==> src/rtl/mem_stage_pkg.sv <==
// Shared definitions for the MEM pipeline stage: operation codes, FSM encoding
// and the default acknowledge timeout.
package mem_stage_pkg;

  typedef enum logic [2:0] {
    OP_NONE = 3'd0,
    OP_LW   = 3'd1,
    OP_SW   = 3'd2,
    OP_LB   = 3'd3,
    OP_LBU  = 3'd4,
    OP_SB   = 3'd5
  } mem_op_e;

  typedef enum logic {
    ST_IDLE = 1'b0,
    ST_WAIT = 1'b1
  } state_e;

  localparam int ACK_TIMEOUT_DEF = 16;

  // Codes 6 and 7 are reserved and behave exactly like NONE.
  function automatic mem_op_e decode_op(input logic [2:0] code);
    mem_op_e op;
    case (code)
      3'd1:    op = OP_LW;
      3'd2:    op = OP_SW;
      3'd3:    op = OP_LB;
      3'd4:    op = OP_LBU;
      3'd5:    op = OP_SB;
      default: op = OP_NONE;
    endcase
    return op;
  endfunction

  function automatic logic is_load(input mem_op_e op);
    return (op == OP_LW) || (op == OP_LB) || (op == OP_LBU);
  endfunction

  function automatic logic is_store(input mem_op_e op);
    return (op == OP_SW) || (op == OP_SB);
  endfunction

  function automatic logic is_word(input mem_op_e op);
    return (op == OP_LW) || (op == OP_SW);
  endfunction

endpackage

==> src/rtl/mem_stage_lane.sv <==
// Byte-lane steering for the data RAM: byte enables, store-byte replication
// and load sign/zero extension. Purely combinational.
module mem_lane
  import mem_stage_pkg::*;
(
  input  logic [2:0]  op_i,
  input  logic [1:0]  lane_i,
  input  logic [31:0] store_data_i,
  input  logic [31:0] rdata_i,
  output logic [3:0]  be_o,
  output logic [31:0] wdata_o,
  output logic [31:0] load_data_o
);

  mem_op_e    op;
  logic [7:0] lane_byte;

  assign op = decode_op(op_i);

  always_comb begin
    lane_byte = rdata_i[7:0];
    case (lane_i)
      2'd0: lane_byte = rdata_i[7:0];
      2'd1: lane_byte = rdata_i[15:8];
      2'd2: lane_byte = rdata_i[23:16];
      2'd3: lane_byte = rdata_i[31:24];
      default: lane_byte = rdata_i[7:0];
    endcase
  end

  always_comb begin
    be_o        = 4'b0000;
    wdata_o     = store_data_i;
    load_data_o = rdata_i;
    case (op)
      OP_LW, OP_SW: be_o = 4'b1111;
      OP_LB, OP_LBU, OP_SB: be_o = 4'b0001 << lane_i;
      default: be_o = 4'b0000;
    endcase
    if (op == OP_SB) begin
      wdata_o = {4{store_data_i[7:0]}};
    end
    if (op == OP_LB) begin
      load_data_o = {{24{lane_byte[7]}}, lane_byte};
    end else if (op == OP_LBU) begin
      load_data_o = {24'h000000, lane_byte};
    end
  end

endmodule

==> src/rtl/mem_stage.sv <==
// MEM pipeline stage: issues one data-RAM access at a time, waits for a
// one-cycle acknowledge (with timeout) and registers the write-back.
module mem_stage
  import mem_stage_pkg::*;
#(
  parameter int ACK_TIMEOUT = ACK_TIMEOUT_DEF
) (
  input  logic        clk,
  input  logic        rst,
  input  logic        inValid,
  input  logic [2:0]  memOp,
  input  logic [31:0] memAddr_i,
  input  logic [31:0] storeData,
  input  logic        regcWr_i,
  input  logic [4:0]  regcAddr_i,
  input  logic [31:0] regcData_i,
  output logic        stall,
  output logic        regcWr,
  output logic [4:0]  regcAddr,
  output logic [31:0] regcData,
  output logic        memCe,
  output logic        memWe,
  output logic [31:0] memAddr,
  output logic [31:0] memWData,
  output logic [3:0]  memBe,
  input  logic [31:0] memRData,
  input  logic        memAck,
  output logic        alignErr,
  output logic        busErr,
  output logic        dbg_state_o
);

  localparam int CW = (ACK_TIMEOUT > 1) ? $clog2(ACK_TIMEOUT) : 1;
  localparam logic [CW-1:0] CNT_LAST = CW'(ACK_TIMEOUT - 1);

  state_e         state_q, state_d;
  logic [CW-1:0]  cnt_q, cnt_d;
  mem_op_e        op_q, op_d;
  logic [31:2]    addr_q, addr_d;
  logic [1:0]     lane_q, lane_d;
  logic [4:0]     rd_q, rd_d;
  logic [3:0]     be_q, be_d;
  logic [31:0]    wdata_q, wdata_d;
  logic           regc_wr_q, regc_wr_d;
  logic [4:0]     regc_addr_q, regc_addr_d;
  logic [31:0]    regc_data_q, regc_data_d;

  mem_op_e        op_in;
  logic           misalign;
  logic [2:0]     lane_op;
  logic [1:0]     lane_sel;
  logic [3:0]     lane_be;
  logic [31:0]    lane_wdata;
  logic [31:0]    lane_load;

  assign op_in    = decode_op(memOp);
  assign misalign = is_word(op_in) && (memAddr_i[1:0] != 2'b00);

  // The lane unit sees the incoming op while IDLE (to latch enables and
  // write data) and the latched op while WAIT (to extend the read data).
  assign lane_op  = (state_q == ST_WAIT) ? op_q : memOp;
  assign lane_sel = (state_q == ST_WAIT) ? lane_q : memAddr_i[1:0];

  mem_lane u_lane (
    .op_i         (lane_op),
    .lane_i       (lane_sel),
    .store_data_i (storeData),
    .rdata_i      (memRData),
    .be_o         (lane_be),
    .wdata_o      (lane_wdata),
    .load_data_o  (lane_load)
  );

  // Handshake: upstream holds its inputs while stall=1 and advances on any
  // cycle with stall=0; memAck is a single-cycle pulse, honoured only in WAIT.
  always_comb begin
    state_d     = state_q;
    cnt_d       = cnt_q;
    op_d        = op_q;
    addr_d      = addr_q;
    lane_d      = lane_q;
    rd_d        = rd_q;
    be_d        = be_q;
    wdata_d     = wdata_q;
    regc_wr_d   = 1'b0;
    regc_addr_d = regc_addr_q;
    regc_data_d = regc_data_q;
    stall       = 1'b0;
    alignErr    = 1'b0;
    busErr      = 1'b0;
    case (state_q)
      ST_IDLE: begin
        if (inValid) begin
          if (op_in == OP_NONE) begin
            regc_wr_d   = regcWr_i;
            regc_addr_d = regcAddr_i;
            regc_data_d = regcData_i;
          end else if (misalign) begin
            alignErr = 1'b1;
          end else begin
            stall   = 1'b1;
            state_d = ST_WAIT;
            cnt_d   = '0;
            op_d    = op_in;
            addr_d  = memAddr_i[31:2];
            lane_d  = memAddr_i[1:0];
            rd_d    = regcAddr_i;
            be_d    = lane_be;
            wdata_d = lane_wdata;
          end
        end
      end
      ST_WAIT: begin
        if (memAck) begin
          state_d = ST_IDLE;
          if (is_load(op_q)) begin
            regc_wr_d   = 1'b1;
            regc_addr_d = rd_q;
            regc_data_d = lane_load;
          end
        end else if (cnt_q == CNT_LAST) begin
          busErr  = 1'b1;
          state_d = ST_IDLE;
        end else begin
          stall = 1'b1;
          cnt_d = cnt_q + CW'(1);
        end
      end
      default: state_d = ST_IDLE;
    endcase
  end

  always_ff @(posedge clk or posedge rst) begin
    if (rst) begin
      state_q     <= ST_IDLE;
      cnt_q       <= '0;
      op_q        <= OP_NONE;
      addr_q      <= '0;
      lane_q      <= '0;
      rd_q        <= '0;
      be_q        <= '0;
      wdata_q     <= '0;
      regc_wr_q   <= 1'b0;
      regc_addr_q <= '0;
      regc_data_q <= '0;
    end else begin
      state_q     <= state_d;
      cnt_q       <= cnt_d;
      op_q        <= op_d;
      addr_q      <= addr_d;
      lane_q      <= lane_d;
      rd_q        <= rd_d;
      be_q        <= be_d;
      wdata_q     <= wdata_d;
      regc_wr_q   <= regc_wr_d;
      regc_addr_q <= regc_addr_d;
      regc_data_q <= regc_data_d;
    end
  end

  assign memCe       = (state_q == ST_WAIT);
  assign memWe       = (state_q == ST_WAIT) && is_store(op_q);
  assign memBe       = (state_q == ST_WAIT) ? be_q : 4'b0000;
  assign memAddr     = {addr_q, 2'b00};
  assign memWData    = wdata_q;
  assign regcWr      = regc_wr_q;
  assign regcAddr    = regc_addr_q;
  assign regcData    = regc_data_q;
  assign dbg_state_o = state_q;

endmodule

==> config.mk <==
export PLATFORM = sky130hd
export DESIGN_NAME = mem_stage
export DESIGN_NICKNAME = d
export VERILOG_FILES = /design/src/rtl/mem_stage_pkg.sv /design/src/rtl/mem_stage_lane.sv /design/src/rtl/mem_stage.sv
export SDC_FILE = /design/constraint.sdc
export NUM_CORES = 1
export LEC_CHECK = 0
export ABC_AREA = 1
export CAP_MARGIN = 40
export CORE_ASPECT_RATIO = 1.5
export CORE_MARGIN = 2
export CORE_UTILIZATION = 25
export DETAILED_ROUTE_END_ITERATION = 16
export GPL_TIMING_DRIVEN = 1
export HOLD_SLACK_MARGIN = 0.03
export SLEW_MARGIN = 20
export SYNTH_ARGS = -nofsm -noshare
export SYNTH_HDL_FRONTEND = slang
export SYNTH_SLANG_ARGS = --single-unit
export TNS_END_PERCENT = 30
==> constraint.sdc <==
create_clock -name clk -period 13.9 [get_ports clk]
set_clock_uncertainty 0.2 [all_clocks]
set_input_delay 3.475 -clock clk [delete_from_list [all_inputs] [get_ports clk]]
set_output_delay 3.475 -clock clk [all_outputs]
set_load 0.03 [all_outputs]
==> results of run 1 <==
-- per-stage QoR --
step / utilization (%) / total power [mW] / instance area (sq um) / setup WS, ns
after floorplan: - / 0.9917 / 6309 / 5.797
after global placement: 35.93 / 1.310 / 8969 / 4.842
after detailed placement: 36.04 / 1.316 / 8996 / 4.794
after CTS: 38.36 / 1.769 / 9577 / 4.794
after global routing: 38.36 / 1.852 / 9577 / 4.688
final: 38.36 / 1.740 / 9577 / 4.804
-- path summary, 6_finish.rpt --
kind | start | to | slack [ns]
min in group asynchronous | rst | addr_q[17]$_DFFE_PP0P_ | 3.32
max in group asynchronous | rst | regcAddr[4]$_DFFE_PP0P_ | 9.04
worst min register to register | regcData[25]$_DFFE_PP0P_ | regcData[25]$_DFFE_PP0P_ | 0.28
worst max-delay path | memOp[1] | stall | 4.80
worst min-delay path | regcData[25]$_DFFE_PP0P_ | regcData[25]$_DFFE_PP0P_ | 0.28
worst max register to register | dbg_state_o$_DFF_PP0_ | memWData[25]$_DFFE_PP0P_ | 10.68
-- cells by family after synthesis --
logic type	count (synthesis)	synth area share, %
and+or+nand+nor	522	34.79
AOI/OAI and AO/OA	88	8.097
xor gates and xnor gates	1	0.1389
DFF	119	47.23
adders and majority gates	1	0.1984
buffers and inverters	122	9.486
other	1	0.05948
-- layer usage --
metal  vias to the layer above  GRT usage (%)  part of all wire [%]
met5                         -              0                 0.064
met4                         2          4.886                   1.2
met3                        13          5.275                   7.1
met2                       180          28.52                    52
met1                      2745          17.14                    40
li1                       3085              -                     -
-- sequential cells by signal, indices dropped and copies added, names as in the netlist, 2 cells and up --
register / flops
be_q: 4
lane_q: 2
regcData: 32
memWData: 32
addr_q: 30
rd_q: 5
regcAddr: 5
cnt_q: 4
op_q: 3
-- layout make-up --
type	count	area share, %
Clock inverter	15	1.620
Sequential cell	119	31.11
Inverter	75	3.018
Tap cell	328	4.285
Timing Repair Buffer	257	26.89
Clock buffer	17	4.442
Multi-Input combinational cell	614	28.64
-- synth_stat cells --
| cell | count | share of area (%) |
|---|---|---|
| sky130_fd_sc_hd__a2111oi_0 | 1 | 0.14 |
| sky130_fd_sc_hd__a21boi_1 | 1 | 0.12 |
| sky130_fd_sc_hd__a21oi_1 | 25 | 2.0 |
| sky130_fd_sc_hd__buf_12 | 2 | 0.64 |
| sky130_fd_sc_hd__buf_2 | 22 | 1.7 |
| sky130_fd_sc_hd__buf_4 | 8 | 0.95 |
| sky130_fd_sc_hd__buf_6 | 6 | 1.1 |
| sky130_fd_sc_hd__clkbuf_1 | 9 | 0.54 |
| sky130_fd_sc_hd__conb_1 | 1 | 0.059 |
| sky130_fd_sc_hd__dfrtp_1 | 119 | 47 |
| sky130_fd_sc_hd__ha_1 | 1 | 0.20 |
| sky130_fd_sc_hd__inv_1 | 70 | 4.2 |
| sky130_fd_sc_hd__inv_2 | 4 | 0.24 |
| sky130_fd_sc_hd__inv_6 | 1 | 0.14 |
| sky130_fd_sc_hd__nand2_1 | 351 | 21 |
| sky130_fd_sc_hd__nand2_2 | 26 | 2.6 |
| sky130_fd_sc_hd__nand2_4 | 5 | 0.89 |
| sky130_fd_sc_hd__nand2_8 | 1 | 0.32 |
| sky130_fd_sc_hd__nand3_1 | 58 | 4.6 |
| sky130_fd_sc_hd__nor2_1 | 67 | 4.0 |
| sky130_fd_sc_hd__nor2_2 | 2 | 0.20 |
| sky130_fd_sc_hd__nor2_4 | 2 | 0.36 |
| sky130_fd_sc_hd__nor3_1 | 2 | 0.16 |
| sky130_fd_sc_hd__o211ai_1 | 1 | 0.12 |
| sky130_fd_sc_hd__o21a_1 | 24 | 2.9 |
| sky130_fd_sc_hd__o21ai_0 | 33 | 2.6 |
| sky130_fd_sc_hd__o21ai_1 | 2 | 0.16 |
| sky130_fd_sc_hd__o22ai_1 | 1 | 0.099 |
| sky130_fd_sc_hd__or2_2 | 8 | 0.79 |
| sky130_fd_sc_hd__xor2_1 | 1 | 0.14 |
-- worst max-delay path, cell delays in order --
cell and delay, ns:
sky130_fd_sc_hd__clkdlybuf4s50_1 0.53, sky130_fd_sc_hd__inv_1 0.11, sky130_fd_sc_hd__nand2_1 0.10, sky130_fd_sc_hd__nand2_1 0.06
sky130_fd_sc_hd__o211ai_1 0.18, sky130_fd_sc_hd__nand3_2 0.13, sky130_fd_sc_hd__nand2_2 0.15, sky130_fd_sc_hd__clkdlybuf4s50_1 0.70
-- power breakdown --
| part | switching (mW) | internal, mW | leakage [nW] |
|---|---|---|---|
| combinational | 0.450 | 0.315 | 3.00 |
| clock | 0.173 | 0.264 | 0.268 |
| sequential | 0.0706 | 0.467 | 1.44 |
==> out/summary.md, run 1 <==
The run gives 0 as the total setup buffers inserted after CTS. The critical path start-end classification is in2out. After clock tree synthesis, the clock-pin slew on the worst setup and hold paths is 0.06 ns. The area growth from synthesis to layout is 51.90%.

In the global route stage, overall resource usage came out at 15.68%. After detailed placement, the design holds a cell count of 1393. In the finished design, the share of the clock period the worst path needs comes to 65.44%.

TritonCTS created 17 clock buffers. Setup repair after global routing left no endpoint under its margin. The cell count of the worst reg-to-reg path came out at 7. The die boundary height is 198.5 um, and the Yosys warning count is 0. Setup violations remaining at the end of the flow were counted as 0. Dividing the detail-routed via count by the number of cells gives 4.228.

The flow ran to the end, and the final reports show no timing, DRC or antenna violations. In the layout the commonest cells are sky130_fd_sc_hd__nand2_1 (351), sky130_fd_sc_hd__clkdlybuf4s50_1 (250), sky130_fd_sc_hd__dfrtp_1 (118). The tools report the post-synthesis cell count as 854.

The area of the die was 26530 sq um. Once detailed placement completed, the half-perimeter wirelength came to 14900 um. For the pin with the worst max-slew slack, the measured transition is 0.8082 ns.

STA classifies the critical path startpoint as an input port. Across the VDD grid, the largest voltage drop is 0.08876 mV. Row generation in the floorplan step produced 71 rows.

For the antenna diode count, the log shows 0. The post-route minimum period is 9.096 ns, and the cell area power density is 181.7 nW/um^2. The number of hold violations in the final report was 0; the total of cells resized after clock tree synthesis was 0. For the final max-slew violation count, the log shows 0. Port buffering added 250 buffers. The share of cells above drive strength 1 was 8.387%; the timing-limited maximum frequency was 109.9 MHz. The library cell used most frequently in the layout, excluding fill and tap cells, is sky130_fd_sc_hd__nand2_1. The H-tree depth came out at 4. For this run, design rule violations remaining after detail routing come to 0.

The clock passes through at most 2 buffers. For this run, the detailed router's first-pass iteration total came to 4. TritonCTS built the clock tree. The run gives 46.12% as the max-slew headroom at the worst pin. The run gives 20370 um as the final routed wirelength across all metal layers. Excluding fillers, the count of instances in the completed layout stands at 1425.

The logs give 2 for the initial antenna violation count and 77 for the pin count of the biggest net entering global routing. At the worst endpoint, the required time is 10.22 ns. The clock root buffer master is sky130_fd_sc_hd__clkbuf_16.

The endpoint arrival time on the critical path came out at 5.42 ns. The count of vias placed by the detailed router is 6025, and the detailed router's first-iteration violation count is 230. After synthesis, the mean cell area works out to 7.383 sq um. The routed length per placed instance was 14.29 um. During I/O placement, the number of pins put on the boundary was 253. The worst min-delay path class was reg2reg. Footprint of the multi-input gates: 2743 sq um. The synthesized design contains 119 register bits. After floorplanning, the core was sized to cover 24960 sq um. The logs give 4.705 nW for the total leakage power and 47.23% for the sequential element share of the synthesized area.

For the netlist area before placement, the log shows 6305 sq um. Of all nets on the critical path, the largest fanout is 7. Counting every sink on the clock net gives 119. Chip width: 133.7 um. The worst setup path is captured at a primary output. The tools report the number of global-route vias before repair as 6105. For the global-route wire length before repair, the log shows 32160 um.

The area occupied by registers was 2979 sq um; the insertion delay to the later sink of the worst-skew pair was 0.42 ns. On the final layout, the worst hold slack is 0.2753 ns. At the end of routability-driven placement, the weighted congestion stood at 0.7654.

The initial utilization of the core area, before any placement, comes to 25.26%. In this run the remaining antenna-violating nets after routing total 0. The tool flagged a number of max-cap violations equal to 0. Global routing finished with a remaining overflow of 0. The worst hold path passes through 2 cells. The final-stage net count was 1226.

The count of unique library cells instantiated by Yosys is 30, and the post-cts hold buffer count is 0. The logs give 2612 for the final-layout fill cell count and 0 ns for the final-layout setup total negative slack.
Note: power is estimated with default switching activity, not from simulation.
==> run 2: changes to the inputs <==
==> constraint.sdc (replaced) <==
create_clock -name clk -period 7.4 [get_ports clk]
set_clock_uncertainty 0.2 [all_clocks]
set_input_delay 1.85 -clock clk [delete_from_list [all_inputs] [get_ports clk]]
set_output_delay 1.85 -clock clk [all_outputs]
set_load 0.03 [all_outputs]
==> run 2 against run 1 <==
Effect of this change:
- count of clock-buffer cells in the layout is 7 higher
- via count down 0.32%
- critical endpoint unchanged
- core utilization is 0.45 points higher
- non-clock buffer count is 2 higher
- critical path depth unchanged
- sequential power increased by 88%
- wire length is 0.24% higher
==> out/summary.md, run 2 (synthesis gave the netlist of run 1 again) <==
The delay of the slowest cell on the worst path was 0.70 ns; the area of the die was 26530 sq um. The worst setup slack before clock tree synthesis came out at 1.541 ns. Leaving out fill and tap cells, the most frequent cell in the layout is sky130_fd_sc_hd__nand2_1. The run finished with clean final reports. Along the worst hold path, the cell count comes to 2.

For the endpoint arrival time on the critical path, the log shows 3.81 ns. First-pass iteration count of the detailed router: 5. The worst register-to-register path ends at memWData[11]$_DFFE_PP0P_. No sink is reached through more buffers than the 2 on the longest clock path.

253 I/O pins were placed. The tools report the routing usage on met3 as 5.607%. The library cells used most frequently in the layout, excluding fill and tap cells, are sky130_fd_sc_hd__nand2_1 (351), sky130_fd_sc_hd__clkdlybuf4s50_1 (250), sky130_fd_sc_hd__dfrtp_1 (118).

The net count of the finished layout is 1228. The critical path required time came out at 5.35 ns. Entering global routing, the biggest net connects 78 pins.

The later pin in the worst-skew pair is clocked with a latency of 0.41 ns. The post-layout total power is 3.359 mW, and the worst path buffer plus inverter count is 3. The run gives 4 as the H-tree depth.

The final max-slew violation count was 0. The slew of the pin with the lowest slew margin was 0.6946 ns; the CTS sink count was 119. The number of gates resized after CTS was 0.

The remaining antenna violation count is 0, and the final-layout setup total negative slack is 0 ns. The critical path is of the in2out type. In the final layout, the share of cells above drive strength 1 is 8.280%. The startpoint identified for the worst hold timing path is regcData[20]$_DFFE_PP0P_. The routed length per placed instance is 14.30 um, and the reg-to-reg setup timing slack is 4.43 ns.

For the post-route worst setup slack, the log shows 1.545 ns. For met1 alone, demand over resource in global routing was 17.72%. In this run the tool buffered the top-level ports with 250 buffer cells. For this design the static power due to leakage is 4.773 nW. Walking the worst path, the cells encountered are clkdlybuf4s50_1, inv_1, nand2_1, nand2_1, o211ai_1, nand3_2, nand2_2, clkdlybuf4s50_1. The core region is 24960 sq um. Global routing used 15.68% of the available tracks. The worst min-delay path class is reg2reg. From synthesis to final layout, the design area changed by 53.66%.

The detailed router's first-iteration violation count was 238; the die boundary height was 198.5 um. The final routed wirelength across all metal layers was 20420 um. The initial antenna violation count is 1, and the number of global-route vias before repair is 5924.

TritonCTS built the clock tree. Number of placed instances with taps included: 1393. Post-CTS timing repair inserted 0 buffers for setup. The worst register-to-register path begins at dbg_state_o$_DFF_PP0_. The floorplan has 71 rows.

The run gives 0 as the detailed-route DRC error count. Kind of cell adding the most delay to the critical path: buffers and inverters. Setup violations remaining at the end of the flow were counted as 0.

In the global route stage, met2 resource usage came out at 27.09%. Of all nets on the critical path, the largest fanout is 7. The worst IR drop on VDD is 0.1713 mV, and the post-cts hold buffer count is 0. The final worst-path cycle share came out at 79.12%. After detailed routing, the number of vias per cell comes to 4.206. Measured in cells, the most critical reg-to-reg path has a length of 8. Cell type of the slowest stage on the worst timing path: sky130_fd_sc_hd__clkdlybuf4s50_1.

STA classifies the critical path endpoint as a primary output. The run gives 25.26% as the effective utilization at floorplan. The run gives 32040 um as the global-route wire length before repair. The tools report the type of origin of the critical path as an input port.

The logs give 170.8 MHz for the timing-limited maximum frequency and 0 for the number of hold violations in the final report. The post-route minimum period came out at 5.855 ns. The tools report the number of buffers added by the clock tree synthesis step as 17. After global routing, the most crowded layer is met2. Clock-pin slew was measured on the worst setup and hold paths at 0.06 ns. Routability-driven placement finished with a final weighted congestion of 0.7547. Setup repair after global routing left no endpoint under its margin.

In this run the clock root is driven by a sky130_fd_sc_hd__clkbuf_16. The cell area power density is 346.7 nW/um^2, and the max-cap violation count is 0. The total grt overflow is 0, and the number of standard cells in the layout, taps in and fillers out is 1428.

The worst pin sits at a relative slew slack of 53.62%. In this run the horizontal extent of the chip is 133.7 um. Detailed placement finished with a half-perimeter wire length of 14890 um.

The routed layout has 6006 vias. The worst hold path terminates at regcData[20]$_DFFE_PP0P_.
## run 2: changes by cell type in the layout (fill, tap and decap cells not counted)
cell,delta
sky130_fd_sc_hd__clkinvlp_4,-5
sky130_fd_sc_hd__clkbuf_8,+4
sky130_fd_sc_hd__clkbuf_1,+3
sky130_fd_sc_hd__buf_16,+2
sky130_fd_sc_hd__bufinv_16,+2
sky130_fd_sc_hd__clkinv_4,-2
sky130_fd_sc_hd__inv_6,-2
sky130_fd_sc_hd__diode_2,+1
## run 2: worst max-delay path by stage
stage	from	end	slack (ns)	cells after the start
final	memOp[1]	stall	1.54	8
after global routing	memOp[1]	stall	1.45	8
after CTS	memOp[1]	stall	1.54	8
after detailed placement	memOp[1]	stall	1.54	8
after global placement	memAddr_i[0]	stall	1.58	5
after floorplan	rst	addr_q[10]$_DFFE_PP0P_	2.19	1
## run 2: report_power, final
group | switching (mW) | total, mW | internal [mW]
clock network | 0.303 | 0.901 | 0.598
logic | 0.847 | 1.44 | 0.598
registers | 0.135 | 1.01 | 0.878
total | 1.28 | 3.36 | 2.07
## run 2: cell type report
cell class / instances / area (sq um)
clock inverters: 8 / 142.6
diodes: 1 / 2.502
inverters: 75 / 289.0
well taps: 328 / 410.4
fillers: 2599 / 15270
repair buffers: 259 / 2630
multi-input cells: 614 / 2743
flip-flops and latches: 119 / 2979
clock buffers: 24 / 491.7
## run 2: per-layer routing
| metal | share of wire, % | vias up |
|---|---|---|
| met5 | 0 | - |
| met4 | 1.7 | 0 |
| met3 | 7.1 | 16 |
| met2 | 51 | 185 |
| met1 | 40 | 2725 |
| li1 | - | 3080 |
## run 2: stage by stage
step	hold slack, ns	utilization (%)	instance area [sq um]
after floorplan	0.2479	-	6309
after global placement	0.2613	35.93	8969
after detailed placement	0.2636	36.04	8996
after CTS	0.2796	38.58	9630
after global routing	0.2936	38.81	9688
final	0.2762	38.81	9688
## run 2: tightest hold or removal path: stages (launching register included)
cell,delay (ns)
sky130_fd_sc_hd__dfrtp_1,0.34
sky130_fd_sc_hd__nand2_1,0.05
sky130_fd_sc_hd__nand2_1,0.05
==> run 3: changes to the inputs <==
==> constraint.sdc (replaced) <==
create_clock -name clk -period 5.75 [get_ports clk]
set_clock_uncertainty 0.2 [all_clocks]
set_input_delay 1.4375 -clock clk [delete_from_list [all_inputs] [get_ports clk]]
set_output_delay 1.4375 -clock clk [all_outputs]
set_load 0.03 [all_outputs]
==> run 3 against run 2 <==
Effect of this change:
- sequential share of layout area rose by 0.32 points
- first-iteration DRC count fell by 2.5%
- count of clock-buffer cells in the layout fell by 4
- wire length fell by 0.33%
- worst hold slack barely moved
- clock power rose by 13%
- power rose by 24%
- register-to-register slack got worse by 1.4 ns
- critical path type unchanged
- critical endpoint is now alignErr
- largest cell class unchanged
==> out/summary.md, run 3 (synthesis gave the netlist of run 1 again) <==
After detailed routing, the average wire length per cell comes to 14.26 um. Leaving out fill and tap cells, the most frequent cells in the layout are sky130_fd_sc_hd__nand2_1 (351), sky130_fd_sc_hd__clkdlybuf4s50_1 (249), sky130_fd_sc_hd__dfrtp_1 (118). The first routing iteration left 232 violations. The vias per cell works out to 4.227. The endpoint arrival time on the critical path is 3.25 ns. Worst min-delay path class: reg2reg. Setup violations remaining at the end of the flow were counted as 0.

Global routing finished with a remaining overflow of 0. The internal power of the cells totals 2.526 mW. Of all nets on the critical path, the largest fanout is 4. The number of global-route vias before repair is 6079. The root buffer cell chosen for the clock tree is sky130_fd_sc_hd__clkbuf_16. Die boundary height: 198.5 um. Number of hold violations in the final report: 0. After clock tree synthesis, the setup repair step added 0 buffers. The run gives 0.41 ns as the insertion delay to the later sink of the worst-skew pair. The tools report the first-pass iteration count of the detailed router as 6. For the pin with the worst max-slew slack, the measured transition is 0.7816 ns. Cells fill 38.41% of the core in the end.

The flow ran to the end, and the final reports show no timing, DRC or antenna violations. Setup repair after global routing left no endpoint under its margin. The floorplan step defined a core boundary enclosing 24960 sq um. The run gives 1229 as the final-stage net count.

In this run, post-CTS repair resized a total of 0 instances. Measured along the x axis, the die boundary spans 133.7 um. The final worst-path cycle share is 85.02%, and the number of buffers added by the clock tree synthesis step is 17. The number of buffers inserted by port buffering came out at 250. From synthesis to final layout, the design area changed by 52.07%. The tools report the worst IR drop on VDD as 0.2753 mV.

CTS sink count: 119. The run gives 6032 as the count of vias placed by the detailed router. 253 I/O pins were placed. Wires add up to 20350 um.

The final max-slew violation count is 0. Critical path start-end classification: in2out. For the final-layout setup total negative slack, the log shows 0 ns.

The total leakage power is 4.723 nW. The smallest clock period supported by the final layout is computed as 4.888 ns. Net switching is 39.53% of the power. Effective utilization at floorplan: 25.26%. STA classifies the critical path startpoint as an input port.

TritonCTS built the clock tree. The initialized floorplan defines 71 standard-cell rows. The run gives 2979 sq um as the area occupied by registers. STA classifies the critical path endpoint as a primary output. The logs give 31.1% for the proportion of power drawn by flip-flops and latches and 2 for the initial antenna violation count. Summing all multi-input logic gate instances after layout gives 2743 sq um. The floorplan step defined a die boundary enclosing 26530 sq um. The detailed-route DRC error count is 0. The worst pin sits at a relative slew slack of 47.89%. Share of cells above drive strength 1: 8.288%. The H-tree was split into 4 levels. The logs give 15.67% for the overall routing resource usage and 4.11 ns for the critical path required time. The layout has 2617 filler cells.

The tools report the post-cts hold buffer count as 0. Across the run, the number of max-cap violations was 0. For the pin count of the biggest net entering global routing, the log shows 77.

In this run the deepest clock path goes through 2 buffers. Clock-pin slew was measured on the worst setup and hold paths at 0.05 ns. The commonest non-fill, non-tap cell in the layout was sky130_fd_sc_hd__nand2_1. Of the total power, the clock network draws 24.4%. The first global-routing pass estimated 32140 um of wire. The tools report the reported net switching power as 1.651 mW. The remaining antenna violation count came out at 0. Based on the critical path, the design can be clocked at up to 204.6 MHz. Combinational logic is responsible for 44.5% of the overall power.

The smallest hold slack came out at 0.2761 ns. Power spread over the standard cell area amounts to 435.7 nW/um^2. The global placement routability congestion is 0.7565, and the half-perimeter wire length after placement is 15020 um.
run 3: cell count changes in the layout (fill, tap and decap cells not counted), sizes merged:
cell | before | now
buf | 9 | 11
clkinv | 3 | 5
bufinv | 4 | 2
clkinvlp | 1 | 3
clkdlybuf4s50 | 250 | 249
clkbuf | 24 | 20
run 3: power groups by stage:
stage | logic (mW) | clock network [mW] | registers, mW
2_1_floorplan | 0.593 | 0 | 1.80
3_3_place_gp | 1.86 | 0 | 1.31
3_5_place_dp | 1.87 | 0 | 1.31
4_1_cts | 1.88 | 1.06 | 1.30
5_1_grt | 2.01 | 1.09 | 1.34
6_report | 1.86 | 1.02 | 1.30
run 3: final timing paths:
kind / from / end / slack (ns) / depth (start not counted)
setup / recovery: memOp[1] / alignErr / 0.86 / 7
hold / removal: addr_q[25]$_DFFE_PP0P_ / addr_q[25]$_DFFE_PP0P_ / 0.28 / 2
setup reg to reg: dbg_state_o$_DFF_PP0_ / regcData[24]$_DFFE_PP0P_ / 3.01 / 12
hold reg to reg: addr_q[25]$_DFFE_PP0P_ / addr_q[25]$_DFFE_PP0P_ / 0.28 / 2
max in group asynchronous: rst / regcAddr[4]$_DFFE_PP0P_ / 3.32 / 4
min in group asynchronous: rst / addr_q[28]$_DFFE_PP0P_ / 1.05 / 2
run 3: final cells by class:
class                           instances  share of cell area (%)
Antenna cell                            1                 0.02610
Clock buffer                           20                   4.554
Clock inverter                         10                   1.122
Inverter                               75                   3.014
Multi-Input combinational cell        614                   28.60
Sequential cell                       119                   31.07
Tap cell                              328                   4.280
Timing Repair Buffer                  260                   27.33
run 3: stage by stage:
stage	worst slack [ns]	power [mW]	cells	area (sq um)
after floorplan	0.9550	2.397	855	6309
after global placement	0.8853	3.171	1394	8994
after detailed placement	0.8528	3.185	1394	8994
after CTS	0.8489	4.245	1424	9538
after global routing	0.7828	4.446	1427	9588
final	0.8616	4.177	1427	9588
run 3: per-layer routing:
| metal | global-route usage (%) | part of all wire (%) |
|---|---|---|
| met1 | 17.45 | 40 |
| met2 | 27.72 | 50 |
| met3 | 4.969 | 6.8 |
| met4 | 6.147 | 2.5 |
| met5 | 0 | 0 |
run 3: critical path: stages:
cell and delay (ns):
sky130_fd_sc_hd__clkdlybuf4s50_1 0.47, sky130_fd_sc_hd__inv_1 0.13, sky130_fd_sc_hd__nand2_1 0.08, sky130_fd_sc_hd__nand2_1 0.07, sky130_fd_sc_hd__o211ai_1 0.18, sky130_fd_sc_hd__nor3_1 0.18
sky130_fd_sc_hd__clkdlybuf4s50_1 0.70
